File: src/rtl/lfsr_gen.sv
// lfsr_gen: width-parameterised tap-programmable LFSR with Fibonacci or
// Galois feedback, single-step advance, a multi-cycle skip-ahead engine with
// busy/done handshake, an advance counter and a lock-up status flag.
//
// Command priority per edge: init > set > skip_start > Advance. While a skip
// is running the engine owns the advance path; skip_start and Advance are
// ignored, and only init or set can abort it (without a done pulse).

module lfsr_gen #(
  parameter int unsigned WIDTH  = 7,
  parameter int unsigned CNT_W  = 8,
  parameter int unsigned GALOIS = 0
) (
  input  logic             Clk,
  input  logic             Reset_n,
  input  logic             init,
  input  logic             set,
  input  logic             Advance,
  input  logic             skip_start,
  input  logic [CNT_W-1:0] skip_cnt,
  input  logic [WIDTH-1:0] in,
  output logic [WIDTH-1:0] state,
  output logic             fb_bit,
  output logic             busy,
  output logic             done,
  output logic             lockup,
  output logic [CNT_W-1:0] step_count
);

  typedef enum logic {
    IDLE = 1'b0,
    SKIP = 1'b1
  } fsm_t;

  fsm_t             fsm_q, fsm_d;
  logic [WIDTH-1:0] taptrn_q, taptrn_d;
  logic [WIDTH-1:0] state_q, state_d;
  logic [WIDTH-1:0] next_val;
  logic [CNT_W-1:0] remaining_q, remaining_d;
  logic [CNT_W-1:0] step_q, step_d;
  logic             done_q, done_d;
  logic             do_adv;
  logic             fb;

  // Feedback parity of the current state under the loaded tap pattern.
  always_comb begin
    fb = ^(state_q & taptrn_q);
  end

  // Successor state, feedback form fixed at build time.
  generate
    if (GALOIS != 0) begin : g_galois
      always_comb begin
        next_val = {state_q[WIDTH-2:0], 1'b0} ^ (state_q[WIDTH-1] ? taptrn_q : '0);
      end
    end else begin : g_fibonacci
      always_comb begin
        next_val = {state_q[WIDTH-2:0], fb};
      end
    end
  endgenerate

  // Command decode, skip FSM next-state and the shared advance path.
  always_comb begin
    fsm_d       = fsm_q;
    taptrn_d    = taptrn_q;
    state_d     = state_q;
    remaining_d = remaining_q;
    step_d      = step_q;
    done_d      = 1'b0;
    do_adv      = 1'b0;

    if (init) begin
      taptrn_d    = in;
      fsm_d       = IDLE;
      remaining_d = '0;
    end else if (set) begin
      state_d     = in;
      step_d      = '0;
      fsm_d       = IDLE;
      remaining_d = '0;
    end else begin
      unique case (fsm_q)
        IDLE: begin
          if (skip_start) begin
            // A zero-length skip completes immediately without entering SKIP.
            if (skip_cnt == '0) begin
              done_d = 1'b1;
            end else begin
              remaining_d = skip_cnt;
              fsm_d       = SKIP;
            end
          end else if (Advance) begin
            do_adv = 1'b1;
          end
        end
        SKIP: begin
          do_adv      = 1'b1;
          remaining_d = remaining_q - CNT_W'(1);
          if (remaining_q == CNT_W'(1)) begin
            fsm_d  = IDLE;
            done_d = 1'b1;
          end
        end
        default: begin
          fsm_d = IDLE;
        end
      endcase
    end

    if (do_adv) begin
      state_d = next_val;
      step_d  = step_q + CNT_W'(1);
    end
  end

  // State registers with asynchronous active-low reset.
  always_ff @(posedge Clk or negedge Reset_n) begin
    if (!Reset_n) begin
      fsm_q       <= IDLE;
      taptrn_q    <= '0;
      state_q     <= '0;
      remaining_q <= '0;
      step_q      <= '0;
      done_q      <= 1'b0;
    end else begin
      fsm_q       <= fsm_d;
      taptrn_q    <= taptrn_d;
      state_q     <= state_d;
      remaining_q <= remaining_d;
      step_q      <= step_d;
      done_q      <= done_d;
    end
  end

  // Output mapping.
  always_comb begin
    state      = state_q;
    fb_bit     = fb;
    busy       = (fsm_q == SKIP);
    done       = done_q;
    lockup     = (state_q == '0);
    step_count = step_q;
  end

endmodule

File: config.mk
export PLATFORM = sky130hd
export DESIGN_NAME = lfsr_gen
export DESIGN_NICKNAME = d
export VERILOG_FILES = /design/src/rtl/lfsr_gen.sv
export SDC_FILE = /design/constraint.sdc
export NUM_CORES = 1
export LEC_CHECK = 0
export CORE_MARGIN = 2
export CORE_UTILIZATION = 41
export CTS_CLUSTER_SIZE = 40
export DETAILED_ROUTE_END_ITERATION = 7
export GPL_ROUTABILITY_DRIVEN = 0
export GPL_TIMING_DRIVEN = 0
export PLACE_DENSITY = 0.7
export SETUP_SLACK_MARGIN = 0.2
export SLEW_MARGIN = 20
export SYNTH_ARGS = -nofsm -noshare
export SYNTH_HDL_FRONTEND = slang
export SYNTH_SLANG_ARGS = --single-unit
File: constraint.sdc
create_clock -name Clk -period 1.5 [get_ports Clk]
set_input_delay 0.3 -clock Clk [delete_from_list [all_inputs] [get_ports Clk]]
set_output_delay 0.3 -clock Clk [all_outputs]
set_load 0.05 [all_outputs]
==> Yosys cells after proc, flatten, opt, wreduce, memory -nomap -nowiden <==
Cells that the tools add are included.
{ "classes": {"addsub": 2, "n_eq_ne": 4, "n_mux": 28, "bitwise": 2, "reduce_logical": 6} }
{ "op_table": {"columns": ["operator", "n"], "rows": [
  ["2-to-1 mux 8 bit", 7],
  ["2-to-1 mux 7 bit", 3],
  ["one-hot mux 8 bit (2 select lines)", 1],
  ["2-to-1 mux 1 bit", 14],
  ["adder 8 x 1 -> 8 bit, second input constant", 1],
  ["== test 8 x 1 -> 1 bit, second input constant", 1],
  ["logical NOT 8 bit", 1],
  ["!= test 4 bit, second input constant", 2],
  ["subtractor 8 x 1 -> 8 bit, second input constant", 1],
  ["bitwise AND 7 bit", 1],
  ["logical NOT 7 bit", 1],
  ["parity 7 bit", 1],
  ["one-hot mux 1 bit (2 select lines)", 3],
  ["AND reduction 2 bit", 2],
  ["!= test 2 x 1 -> 1 bit, second input constant", 1],
  ["nonzero test 2 bit", 1],
  ["inverter 1 bit", 1]
]} }
{ "totals": {"register_bits": 32, "in_bits": 21, "out_inout_bits": 19, "word_cells": 48} }

==> Depth between registers and ports, before layout <==
Gate-level depths: netlist of the first run.
{ "logic_depth": {"word_depth": 7, "ltp_mapped": 6, "depth_no_buf": 6} }

==> Worst setup path after synthesis of the first run <==
No wires, ideal clock.
{ "synth_timing": {"kind": "reg-to-output", "startpoint": "reg state_q[1], in the netlist state[1]", "endpoint": "out lockup", "arrival_time_ps": 2601, "required_time_ps": 1200, "path_slack_ps": -1401, "stages_incl_launch_ff": 3, "path_buffers": 0, "path_cell_list": "dfrtp_1 > or4_1 > nor4_1"} }
{ "synth_via": {"elab_chain_cells": 1} }
{ "synth_rtl": {"columns": ["element", "line_no", "source"], "rows": [
  ["start: declaration", "37", "logic [WIDTH-1:0] state_q, state_d;"],
  ["start signal: assignment", "129", "state_q <= state_d;"],
  ["logical NOT 7 bit", "142", "lockup = (state_q == '0);"],
  ["end: declaration", "26", "output logic lockup,"]
]} }
Every way passes these cells.

==> Worst setup path in the final report of the first run <==
{ "layout_timing": {"startpoint": "reg state_q[2], in the netlist state[2]", "endpoint": "out fb_bit"} }
{ "layout_via": {"elab_chain_cells": 2} }
{ "layout_rtl": {"columns": ["element", "line_no", "source"], "rows": [
  ["bitwise AND 7 bit", "47", "fb = ^(state_q & taptrn_q);"],
  ["parity 7 bit", "47", null],
  ["end: declaration", "23", "output logic fb_bit,"]
]} }
Every way passes these cells.

==> flow_summary.json, run 1 <==
{
  "outcome": "complete, but fails checks",
  "violations": "setup timing",
  "initialDrtViolationCount": 61,
  "hold_end": "remaining_q[4]$_DFFE_PN0P_",
  "grt_overflow": 0,
  "path_cells": "nand2_1 -> xnor3_1 -> xnor3_2 -> clkinvlp_4 -> buf_6",
  "ys_seq_area_share_pct": 45.0,
  "rsz0062_at_grt": "true",
  "worstPathArrival_ns": 1.64,
  "synth_compound_area_share_pct": 15.2,
  "cp_max_fo": 2,
  "fmax_mhz": 517,
  "hold_ws_ns": 0.312,
  "crit_type": "flop to output pin",
  "cp-end-kind": "output pin",
  "skew_ns": 0.00428,
  "synth_edf_count": 0,
  "route.detailed.drc": 0,
  "hold_path_class": "input port to flop",
  "ir_drop_mv": 0.563,
  "dieHeight_um": 69.9,
  "post_drt_wl_per_cell_um": 16.1,
  "synth-xor-area-share_pct": 6.47,
  "dpl.cell_count": 261,
  "synth.top_cell.area_share_pct": 45.0,
  "yosys.area_share.simple_pct": 19.7,
  "num_antenna_cells": 0,
  "initial_core_util_pct": 43.5,
  "grt_pass1_wl_um": 7820,
  "cts_sinks": 32,
  "max_slew.worst_pin.slew_ns": 0.348,
  "use_met2_pct": 34.5,
  "multi_input_area_um2": 1100,
  "setup_slack_ns": -0.435,
  "row_count": 23,
  "p_leak_nw": 1.20,
  "synthFlopType": "dfrtp_1",
  "ys_types": 45,
  "clk_pin_slew_ns": 0.07,
  "die_width_um": 69.9,
  "async_flop_share_pct": 100,
  "maxCapViolCount": 0,
  "post-route-util_pct": 67.6,
  "fin_cells": 296,
  "hold_path_depth": 3,
  "via_count": 1626,
  "start_kind": "flop",
  "preCtsSetupSlack_ns": -0.830,
  "areaGrowthSynthToFinish_pct": 55.3,
  "synth_area_um2": 1780,
  "synth_cells": 172,
  "period_minus_slack_ns": 1.94,
  "synth.area.mux_share_pct": 8.37,
  "required_ns": 1.20,
  "ant_nets": 0,
  "drt_pass1_iterations": 4,
  "ios": 40,
  "clockRootBuffer": "clkbuf_8",
  "power.density_nw_per_um2": 1000,
  "grt_pass1_vias": 1622,
  "slew_headroom_pct": 76.8,
  "p_switching_uw": 927,
  "synthTopCellsByArea": "dfrtp_1 (45%), mux2_2 (4.4%), nand2_1 (4.4%), mux2i_1 (3.9%), a211oi_1 (3.0%)",
  "synth_seq_cells": 32,
  "synthAdderAreaFrac_pct": 2.11,
  "crit_slowest_cell": "dfrtp_2",
  "grtUsageMet3_pct": 5.48,
  "critPathMaxStageDelay_ns": 0.40,
  "synth_top_family_by_area": "simple AND/OR/NAND/NOR gates",
  "synth_area_leader_cell": "dfrtp_1",
  "port_buffers": 38,
  "dieArea_um2": 4880,
  "r2r_slack_ns": -0.19,
  "numCtsBuffers": 5,
  "regArea_um2": 822,
  "top_usage_layer": "met2",
  "clock_power_share_pct": 26.6,
  "hold_viol": 0,
  "clk_path_buf_depth": 2,
  "insertion_delay_ns": 0.28,
  "syn_area_per_cell_um2": 10.3,
  "reg2reg_from": "state[2]$_DFFE_PN0P_",
  "worstHoldStart": "skip_cnt[4]",
  "via_per_inst": 5.49,
  "synth_nets": 196,
  "setup_violations": 5,
  "num-nets-final": 269,
  "drive_gt1_share_pct": 50.4,
  "ys_warn_count": 0,
  "reg2reg_depth": 6,
  "p_int_mw": 1.84,
  "htreeDepth": 2,
  "slew_viol_final": 0,
  "antenna_found_initial": 0,
  "wl_um": 4770,
  "combPwrFrac_pct": 36.9,
  "core_um2": 4090,
  "seqPwrFrac_pct": 36.5,
  "hpwl_um": 3030,
  "grt_use_met1_pct": 23.8,
  "fill_cells": 314,
  "grt_use_total_pct": 20.1,
  "cts_tree": "built",
  "min_period_over_period_pct": 129,
  "grt_max_degree": 22,
  "timing.rr.end": "state[0]$_DFFE_PN0P_",
  "switching_share_pct": 33.5
}
[metal layers]
metal	routed length, um	vias up	share of wire, %
met2	2450	51	51
met1	2040	795	43
met4	55	0	1.2
met3	228	4	4.8
met5	0	-	0
li1	-	776	-
[Yosys cell counts, types with 3 or more instances]
| master | instances |
|---|---|
| xnor2_1 | 4 |
| nand3b_1 | 6 |
| mux2_2 | 7 |
| nand2_1 | 21 |
| and2_1 | 3 |
| xor2_1 | 4 |
| nor3b_1 | 4 |
| o21ai_0 | 10 |
| nand3_1 | 3 |
| ha_1 | 3 |
| a211oi_1 | 7 |
| dfrtp_1 | 32 |
| and3_1 | 3 |
| nor2_1 | 4 |
| a31oi_1 | 3 |
| clkbuf_1 | 5 |
| inv_1 | 6 |
| a21oi_1 | 5 |
| o21bai_1 | 3 |
| mux2i_1 | 7 |
[state kept, by name, summed over array words and instances (netlist names)]
| register | cells |
|---|---|
| busy | 1 |
| remaining_q | 8 |
| state | 7 |
| step_count | 8 |
| done | 1 |
| taptrn_q | 7 |
[cell families (layout without fill, tap and decap cells)]
logic type / count (synthesis) / in the layout
AOI/OAI and AO/OA: 39 / 40
DFF: 32 / 32
adders and majority gates: 3 / 3
buffers and inverters: 14 / 87
muxes: 14 / 14
xor gates and xnor gates: 10 / 10
and+or+nand+nor: 60 / 60
[cells in the final DEF (no fill, tap or decap), types with 4 or more instances in the layout]
cell type         n
nand2_1          20
buf_4            19
dfrtp_2          17
buf_6            15
dfrtp_1          15
buf_2            14
clkbuf_8          8
mux2_2            7
mux2i_1           7
clkdlybuf4s50_1   7
o21ai_0           6
nand3b_1          6
a21oi_1           5
inv_1             4
or4_4             4
clkbuf_4          4
buf_8             4
a211oi_1          4
xor2_1            4
o21ai_1           4
[cell type report]
cell class | count | share of cell area (%)
clock buffers | 8 | 3.62
repair buffers | 65 | 20.5
well taps | 50 | 2.26
plain buffers | 8 | 2.90
multi-input cells | 127 | 40.0
flip-flops and latches | 32 | 29.8
inverters | 6 | 0.951
[critical path, delay by kind of cell, from the launching register on]
kind	cells	cell delay (ns)
xor+xnor	2	0.66
buf+inv	2	0.24
flops	1	0.40
simple gates	1	0.05
[how the worst max path moves through the flow]
| stage | startpoint | end | slack (ns) | cells after the start |
|---|---|---|---|---|
| finish | state[2]$_DFFE_PN0P_ | fb_bit | -0.44 | 5 |
| global route | state[2]$_DFFE_PN0P_ | fb_bit | -0.51 | 5 |
| CTS | state[2]$_DFFE_PN0P_ | fb_bit | -0.45 | 5 |
| detailed placement | state[2]$_DFFE_PN0P_ | fb_bit | -0.83 | 5 |
| global placement | state[2]$_DFFE_PN0P_ | fb_bit | -0.82 | 5 |
| floorplan | state[6]$_DFFE_PN0P_ | lockup | -0.50 | 2 |
[per-stage QoR]
step,TNS (ns),total power [mW],area (um^2)
after floorplan,-0.915,1.57,1890
after global placement,-33.75,1.82,2330
after detailed placement,-16.01,1.85,2360
after CTS,-1.12,2.68,2610
after global routing,-1.38,2.90,2760
final,-1.08,2.76,2760
[power by group through the flow]
stage                     Sequential, mW  Combinational (mW)  Clock, mW
after floorplan                     1.16               0.416          0
after global placement              1.04               0.787          0
after detailed placement            1.04               0.808          0
after CTS                           1.01               0.922      0.751
after global routing                1.02                1.08      0.797
final                               1.01                1.02      0.734
[what timing repair did]
action                     in CTS  in global routing
gates cloned                    0                  1
pin swaps                      19                 19
setup endpoints to repair      51                 25
resized for setup             158                 40
hold buffers                    1                  0
hold endpoints to repair       11                  0
buffers inserted               19                  6
No activity file was read; power rests on OpenSTA's default activity.
==> inputs of run 2 (changes only) <==
--- a/config.mk
+++ b/config.mk
@@ -5,9 +5,9 @@
 export SDC_FILE = /design/constraint.sdc
 export NUM_CORES = 1
 export LEC_CHECK = 0
+export CAP_MARGIN = 20
 export CORE_MARGIN = 2
 export CORE_UTILIZATION = 41
-export CTS_CLUSTER_SIZE = 40
 export DETAILED_ROUTE_END_ITERATION = 7
 export GPL_ROUTABILITY_DRIVEN = 0
 export GPL_TIMING_DRIVEN = 0
==> results of run 2 <==
Final layout, timing and power as in run 1 (identical DEF).
